`src/rtl/alu_muldiv_if.sv`:
```
// Request/response channel between the EX stage and the iterative multiply/divide unit.
interface alu_muldiv_if #(
    parameter int XLEN = 32
);
    logic            in_valid;
    logic            in_ready;
    logic [2:0]      in_op;
    logic [XLEN-1:0] in_a;
    logic [XLEN-1:0] in_b;
    logic            out_valid;
    logic            out_ready;
    logic [XLEN-1:0] out_result;
    logic            busy;

    modport master (
        output in_valid, in_op, in_a, in_b, out_ready,
        input  in_ready, out_valid, out_result, busy
    );

    modport slave (
        input  in_valid, in_op, in_a, in_b, out_ready,
        output in_ready, out_valid, out_result, busy
    );
endinterface

```
`src/rtl/alu_muldiv_iter.sv`:
```
// Iterative RV32M multiply/divide unit: shift-add multiply and restoring divide on unsigned
// magnitudes, with sign fix-up and RISC-V special-case results applied in a final cycle.
module alu_muldiv_iter #(
    parameter int XLEN      = 32,
    parameter bit ZERO_SKIP = 1'b1
) (
    input  logic        clk,
    input  logic        rst,
    input  logic        flush,
    alu_muldiv_if.slave bus
);
    localparam int CW = $clog2(XLEN);
    localparam logic [XLEN-1:0]   MIN_VAL = {1'b1, {(XLEN-1){1'b0}}};
    localparam logic [XLEN-1:0]   ONES    = {XLEN{1'b1}};
    localparam logic [XLEN-1:0]   ONE_X   = {{(XLEN-1){1'b0}}, 1'b1};
    localparam logic [2*XLEN-1:0] ONE_2X  = {{(2*XLEN-1){1'b0}}, 1'b1};

    typedef enum logic [2:0] {
        IDLE = 3'd0,
        PREP = 3'd1,
        CALC = 3'd2,
        FIX  = 3'd3,
        DONE = 3'd4
    } state_t;

    state_t            state_r, next_s;
    logic [CW-1:0]     cnt_r;
    logic [2:0]        op_r;
    logic [XLEN-1:0]   a_r, b_r, ma_r, mb_r, result_r;
    logic [2*XLEN-1:0] acc_r;
    logic              neg_r, rsign_r, in_ready_r, out_valid_r, busy_r;

    logic              accept_s, is_div_s, signed_a_s, signed_b_s, neg_a_s, neg_b_s;
    logic              div_zero_s, ovf_s, fast_s, q_bit_s;
    logic [XLEN-1:0]   abs_a_s, abs_b_s, div_rem_s, quot_s, remv_s, fix_result_s;
    logic [XLEN:0]     trial_s;
    logic [2*XLEN-1:0] mul_acc_s, div_acc_s, prod_s;

    assign bus.in_ready   = in_ready_r;
    assign bus.out_valid  = out_valid_r;
    assign bus.out_result = result_r;
    assign bus.busy       = busy_r;

    // Operation decode, operand magnitudes and special-case detection on the registered request
    always_comb begin
        accept_s   = bus.in_valid & in_ready_r & ~flush;
        is_div_s   = op_r[2];
        signed_a_s = (op_r == 3'd1) | (op_r == 3'd2) | (op_r == 3'd4) | (op_r == 3'd6);
        signed_b_s = (op_r == 3'd1) | (op_r == 3'd4) | (op_r == 3'd6);
        neg_a_s    = signed_a_s & a_r[XLEN-1];
        neg_b_s    = signed_b_s & b_r[XLEN-1];
        abs_a_s    = neg_a_s ? (~a_r + ONE_X) : a_r;
        abs_b_s    = neg_b_s ? (~b_r + ONE_X) : b_r;
        div_zero_s = is_div_s & (b_r == {XLEN{1'b0}});
        ovf_s      = is_div_s & ~op_r[0] & (a_r == MIN_VAL) & (b_r == ONES);
        fast_s     = ZERO_SKIP & (div_zero_s | ovf_s);
    end

    // One iteration step of each datapath plus the final sign correction and result select
    always_comb begin
        mul_acc_s = {acc_r[2*XLEN-2:0], 1'b0}
                  + (mb_r[cnt_r] ? {{XLEN{1'b0}}, ma_r} : {(2*XLEN){1'b0}});
        // High half of acc holds the partial remainder, low half shifts in quotient bits
        trial_s   = {acc_r[2*XLEN-1:XLEN], ma_r[cnt_r]};
        q_bit_s   = (trial_s >= {1'b0, mb_r});
        div_rem_s = q_bit_s ? (trial_s[XLEN-1:0] - mb_r) : trial_s[XLEN-1:0];
        div_acc_s = {div_rem_s, acc_r[XLEN-2:0], q_bit_s};
        prod_s    = neg_r ? (~acc_r + ONE_2X) : acc_r;
        quot_s    = neg_r ? (~acc_r[XLEN-1:0] + ONE_X) : acc_r[XLEN-1:0];
        remv_s    = rsign_r ? (~acc_r[2*XLEN-1:XLEN] + ONE_X) : acc_r[2*XLEN-1:XLEN];
        case (op_r)
            3'd0:             fix_result_s = prod_s[XLEN-1:0];
            3'd1, 3'd2, 3'd3: fix_result_s = prod_s[2*XLEN-1:XLEN];
            3'd4, 3'd5: begin
                if (div_zero_s) begin
                    fix_result_s = ONES;
                end else if (ovf_s) begin
                    fix_result_s = MIN_VAL;
                end else begin
                    fix_result_s = quot_s;
                end
            end
            default: begin
                if (div_zero_s) begin
                    fix_result_s = a_r;
                end else if (ovf_s) begin
                    fix_result_s = {XLEN{1'b0}};
                end else begin
                    fix_result_s = remv_s;
                end
            end
        endcase
    end

    // Next-state logic; flush overrides every transition
    always_comb begin
        next_s = state_r;
        case (state_r)
            IDLE: begin
                if (accept_s) begin
                    next_s = PREP;
                end else begin
                    next_s = IDLE;
                end
            end
            PREP: begin
                if (fast_s) begin
                    next_s = FIX;
                end else begin
                    next_s = CALC;
                end
            end
            CALC: begin
                if (cnt_r == {CW{1'b0}}) begin
                    next_s = FIX;
                end else begin
                    next_s = CALC;
                end
            end
            FIX:  next_s = DONE;
            DONE: begin
                if (bus.out_ready) begin
                    next_s = IDLE;
                end else begin
                    next_s = DONE;
                end
            end
            default: next_s = IDLE;
        endcase
        if (flush) begin
            next_s = IDLE;
        end else begin
            next_s = next_s;
        end
    end

    // State register and handshake outputs registered from the next state
    always_ff @(posedge clk or posedge rst) begin
        if (rst) begin
            state_r     <= IDLE;
            in_ready_r  <= 1'b1;
            out_valid_r <= 1'b0;
            busy_r      <= 1'b0;
        end else begin
            state_r     <= next_s;
            in_ready_r  <= (next_s == IDLE);
            out_valid_r <= (next_s == DONE);
            busy_r      <= (next_s != IDLE);
        end
    end

    // Operand capture, iteration datapath and result register
    always_ff @(posedge clk or posedge rst) begin
        if (rst) begin
            op_r     <= 3'd0;
            a_r      <= {XLEN{1'b0}};
            b_r      <= {XLEN{1'b0}};
            ma_r     <= {XLEN{1'b0}};
            mb_r     <= {XLEN{1'b0}};
            neg_r    <= 1'b0;
            rsign_r  <= 1'b0;
            cnt_r    <= {CW{1'b0}};
            acc_r    <= {(2*XLEN){1'b0}};
            result_r <= {XLEN{1'b0}};
        end else if (!flush) begin
            case (state_r)
                IDLE: begin
                    if (accept_s) begin
                        op_r <= bus.in_op;
                        a_r  <= bus.in_a;
                        b_r  <= bus.in_b;
                    end
                end
                PREP: begin
                    ma_r    <= abs_a_s;
                    mb_r    <= abs_b_s;
                    neg_r   <= neg_a_s ^ neg_b_s;
                    rsign_r <= neg_a_s;
                    cnt_r   <= CW'(XLEN-1);
                    acc_r   <= {(2*XLEN){1'b0}};
                end
                CALC: begin
                    acc_r <= is_div_s ? div_acc_s : mul_acc_s;
                    cnt_r <= cnt_r - CW'(1);
                end
                FIX:     result_r <= fix_result_s;
                default: result_r <= result_r;
            endcase
        end
    end
endmodule

```
`src/flat_wrapper.sv`:
```
// flat-port wrapper written by rule: the top's interface ports become plain ports
module alu_muldiv_iter_flat 
#(
    parameter int XLEN      = 32,
    parameter bit ZERO_SKIP = 1'b1
)
  (clk, rst, flush, bus_in_valid, bus_in_op, bus_in_a, bus_in_b, bus_out_ready, bus_in_ready, bus_out_valid, bus_out_result, bus_busy);
  alu_muldiv_if #(.XLEN(XLEN)) bus_i ();
  input  logic clk;
  input  logic rst;
  input  logic flush;
  input wire logic [$bits(bus_i.in_valid)-1:0] bus_in_valid;
  input wire logic [$bits(bus_i.in_op)-1:0] bus_in_op;
  input wire logic [$bits(bus_i.in_a)-1:0] bus_in_a;
  input wire logic [$bits(bus_i.in_b)-1:0] bus_in_b;
  input wire logic [$bits(bus_i.out_ready)-1:0] bus_out_ready;
  output wire logic [$bits(bus_i.in_ready)-1:0] bus_in_ready;
  output wire logic [$bits(bus_i.out_valid)-1:0] bus_out_valid;
  output wire logic [$bits(bus_i.out_result)-1:0] bus_out_result;
  output wire logic [$bits(bus_i.busy)-1:0] bus_busy;
  assign bus_i.in_valid = bus_in_valid;
  assign bus_i.in_op = bus_in_op;
  assign bus_i.in_a = bus_in_a;
  assign bus_i.in_b = bus_in_b;
  assign bus_i.out_ready = bus_out_ready;
  assign bus_in_ready = bus_i.in_ready;
  assign bus_out_valid = bus_i.out_valid;
  assign bus_out_result = bus_i.out_result;
  assign bus_busy = bus_i.busy;
  alu_muldiv_iter #(.XLEN(XLEN), .ZERO_SKIP(ZERO_SKIP)) u_core (.clk(clk), .rst(rst), .flush(flush), .bus(bus_i));
endmodule
```
`config.mk`:
```
export PLATFORM = sky130hd
export DESIGN_NAME = alu_muldiv_iter_flat
export DESIGN_NICKNAME = d
export VERILOG_FILES = /design/src/rtl/alu_muldiv_if.sv /design/src/rtl/alu_muldiv_iter.sv /design/src/flat_wrapper.sv
export SDC_FILE = /design/constraint.sdc
export NUM_CORES = 1
export LEC_CHECK = 0
export ABC_AREA = 1
export BUFFER_PORTS_ARGS = -buffer_cell sky130_fd_sc_hd__clkbuf_2
export CAP_MARGIN = 20
export CORE_MARGIN = 2
export CORE_UTILIZATION = 37
export CTS_BUF_LIST = sky130_fd_sc_hd__clkbuf_8
export DETAILED_ROUTE_END_ITERATION = 10
export RECOVER_POWER = 25
export SLEW_MARGIN = 10
export SYNTH_ARGS = -nofsm -noshare
export SYNTH_HDL_FRONTEND = slang
export SYNTH_SLANG_ARGS = --single-unit
export TNS_END_PERCENT = 1
```
`constraint.sdc`:
```
create_clock -name clk -period 10 [get_ports clk]
set_input_delay 1 -clock clk [delete_from_list [all_inputs] [get_ports clk]]
set_output_delay 1 -clock clk [all_outputs]
set_load 0.02 [all_outputs]
```
==> results by group <==
Timing
  • Slew margin rel.: -1.50
  • Setup-failing EPs final: 0
  • Fin. Hold Viols: 0
  • Slew Viols, Final: 199
  • Fmax achieved: 212 MHz
  • Least-Margin Pin Slew: 3.73 ns
  • Worst Clk Skew: between 0.02 and 0.03 ns
  • Tcrit/Tclk final: 0.472
  • Fin crit period: roughly 4.7 ns
  • RSZ-0062 raised after global routing: no
  • Setup_tns: 0 ns

Floorplanning
  • Die width: around 250 um
  • Row count: between 90 and 100
  • Initial core utilization: 0.375
  • Die height: around 250 um
  • DIE AREA: 64900 um^2
  • Io pins: 107
  • CORE AREA: 61900 um^2

Critical path
  • Critical path data required time: 10.54 ns
  • R2R Path Start: u_core.cnt_r[1]
  • WP data arrival: 5.26 ns
  • Worst Setup EP: u_core.acc_r[49]
  • R2r worst-path depth: 24
  • Reg2reg end: u_core.acc_r[49]
  • CP Class: flip-flop to flip-flop
  • Worst Setup End Kind: flip-flop
  • Crit path launch: u_core.cnt_r[1]
  • Startpoint Class: flip-flop
  • FF-to-FF setup slack: 5.28 ns
  • CP max FO: 25

Yosys
  • Synth top cells by count: nand2_1 (1288), inv_1 (581), nor2_1 (454)
  • Post-synth top area cell: dfrtp_1
  • Mapped Area: 23300 um^2
  • Synth warnings: 0
  • Syn Inst Count: around 4000
  • Avg Cell Area, Syn: slightly below 6 um^2
  • Most frequent cell after synthesis: nand2_1
  • Main synth FF type: dfrtp_1
  • Sequential share of the synthesized area: 0.258
  • Share of the synthesized area in the top cell type: 0.257
  • Post-synthesis cell type count: 55
  • Mapped Nets: between 4000 and 5000
  • Post-synth EDFFs: 0
  • Async set-reset flop share out of synthesis: 1.00
  • FF+latch count, synth: 240
  • Area contributors post-synth: dfrtp_1 (26%), nand2_1 (21%), inv_1 (9.4%)

Detailed routing
  • Routed wire per std cell: slightly above 20 um
  • Detail Route Antenna Nets: 0
  • DRT iter0 DRCs: roughly 2700
  • Drt first pass iters: 6
  • Remaining routing DRC violations: 0
  • Total Wirelength: 102000 um
  • Vias: 26265
  • Vias per cell: 5.37

Clock network
  • Clk pin slew, worst setup/hold paths: 0.06 ns
  • CTS Root Cell: clkbuf_8
  • Worst skew pair latency: 0.65 ns
  • Hold buffer count at cts: 0
  • Cts bufs inserted: 47
  • Cts repair resizes: 0
  • Clock sinks: 240
  • CTS tree: built
  • Clock buffer depth: 3
  • Post-CTS Setup Inserts: 0
  • CTS H-tree lvls: 2

Power and ir drop
  • Design Power: roughly 8.6 mW
  • Max IR drop VDD: 0.141 mV
  • P_leak: 13.6 nW
  • Pwr per Cell Area: 338 nW/um^2

Worst hold path
  • Hold WC Path Type: flip-flop to flip-flop

Cells and area
  • Area growth from synthesis to layout: 9.26%
  • Layout cells sized above 1: 0.0676
  • NumNets Final: between 4000 and 5000

Outcome
  • Status: finished with violations
  • Failing checks: max-capacitance violations, max-slew violations

Global routing
  • Largest net degree at the start of global routing: approximately 170
  • Total gr overflow: 0
  • Vias in the first global route: 23878
  • First-pass GRT wire length: around 150000 um
  • Initial antenna violation count: 5
  • All-Layer GR Usage: 0.310

Placed design
  • Post-DP HPWL: roughly 80000 um
  • Gpl congestion: 1.03
  • # port buffers: approximately 110

Job
  • Number of max-cap violations: 3
-- per-layer routing --
layer  track usage  up-vias  share of wire
met5             0        -        0.00037
met4         0.144        6          0.052
met3        0.0723      255          0.092
met2         0.478     1171           0.44
met1         0.410    12157           0.42
li1              -    12676              -
-- cells in the final DEF (no fill, tap or decap), types with 7 or more instances in the layout --
cell type and count:
nand2_1 1288, inv_1 597, nor2_1 452, nand3_1 393
dfrtp_1 237, o21ai_0 220, a21oi_1 192, clkbuf_2 105
nand4_1 88, xor2_1 82, ha_1 70, clkbuf_8 55
nor3_1 41, xnor2_1 22, o211ai_1 21, nand3b_1 21
buf_4 20, nor2_2 15, o22ai_1 14, mux2_2 14
inv_2 11, nand2_2 8, o21bai_1 8, clkinv_2 8
nor2_4 7
-- how the worst min path moves through the flow --
| stage | startpoint | to | slack [ns] | cells past startpoint |
|---|---|---|---|---|
| after floorplan | u_core.ma_r[25] | u_core.ma_r[25] | 0.45 | 2 |
| after global placement | u_core.bus.out_result[7] | u_core.bus.out_result[7] | 0.47 | 2 |
| after detailed placement | u_core.bus.out_result[0] | u_core.bus.out_result[0] | 0.47 | 2 |
| after CTS | rst | u_core.b_r[1] | 0.43 | 2 |
| after global routing | u_core.bus.out_result[23] | u_core.bus.out_result[23] | 0.51 | 2 |
| final | u_core.bus.out_result[0] | u_core.bus.out_result[0] | 0.48 | 2 |
-- critical path: stages (launching register included) --
cell     delay (ns)
dfrtp_1        0.81
inv_1          0.39
a21oi_1        0.22
o21ai_0        0.10
nand3_1        0.10
nand3_1        0.07
nand4_1        0.08
nand2_1        0.24
buf_8          0.27
nor2_1         0.10
ha_1           0.27
fa_1           0.31
nand3_1        0.10
nand3_1        0.19
nand2_1        0.07
nand2_1        0.13
inv_1          0.11
o21ai_0        0.42
nand2_1        0.15
nand2_1        0.13
nand2_1        0.06
nand2_1        0.05
nand3_1        0.07
nand3_1        0.10
nand2_1        0.05
-- registers in the layout, summed over array words and instances (netlist names), 3 cells and up --
signal	count
u_core.cnt_r	5
u_core.a_r	32
u_core.state_r	3
u_core.bus.out_result	32
u_core.mb_r	32
u_core.acc_r	64
u_core.ma_r	32
u_core.op_r	3
u_core.b_r	32
-- cell type report --
class                           instances  area, um^2
Inverter                              594        2240
Multi-Input combinational cell       3003       14400
Timing Repair Buffer                  131         742
Clock inverter                         31         251
Sequential cell                       240        6010
Tap cell                              837        1050
Clock buffer                           55         757
Fill cell                            6960       36500
Antenna cell                            1        2.50
-- power breakdown --
| group | switching (mW) | total (mW) | internal (mW) | leakage (nW) |
|---|---|---|---|---|
| sequential | 0.567 | 1.85 | 1.28 | 2.97 |
| clock | 0.487 | 1.09 | 0.607 | 0.587 |
| combinational | 4.02 | 5.65 | 1.63 | 10.0 |
| total | 5.08 | 8.60 | 3.52 | 13.6 |
-- cells by family (layout without fill, tap and decap cells) --
logic type,Yosys count,in the layout,synth area share
XOR/XNOR,104,104,0.0392
AND/OR/NAND/NOR,2337,2337,0.423
adder cells (fa/ha/maj),72,72,0.0394
multiplexers,14,14,0.00678
flip-flops,240,240,0.258
AO/OA/AOI/OAI,476,476,0.109
other,0,1,0
buffers and inverters,748,811,0.125
-- metrics by stage --
| step | instances | utilization | worst slack [ns] | area (um^2) | hold slack, ns |
|---|---|---|---|---|---|
| 3_3_place_gp | 4803 | 0.394 | 5.02 | 24400 | 0.466 |
| 2_1_floorplan | 3991 | - | 2.41 | 23300 | 0.449 |
| 5_1_grt | 4891 | 0.410 | 4.84 | 25400 | 0.507 |
| 6_report | 4892 | 0.410 | 5.28 | 25400 | 0.479 |
| 4_1_cts | 4889 | 0.410 | 5.02 | 25400 | 0.433 |
| 3_5_place_dp | 4803 | 0.394 | 5.03 | 24400 | 0.468 |
(Power assumes the default switching activity.)
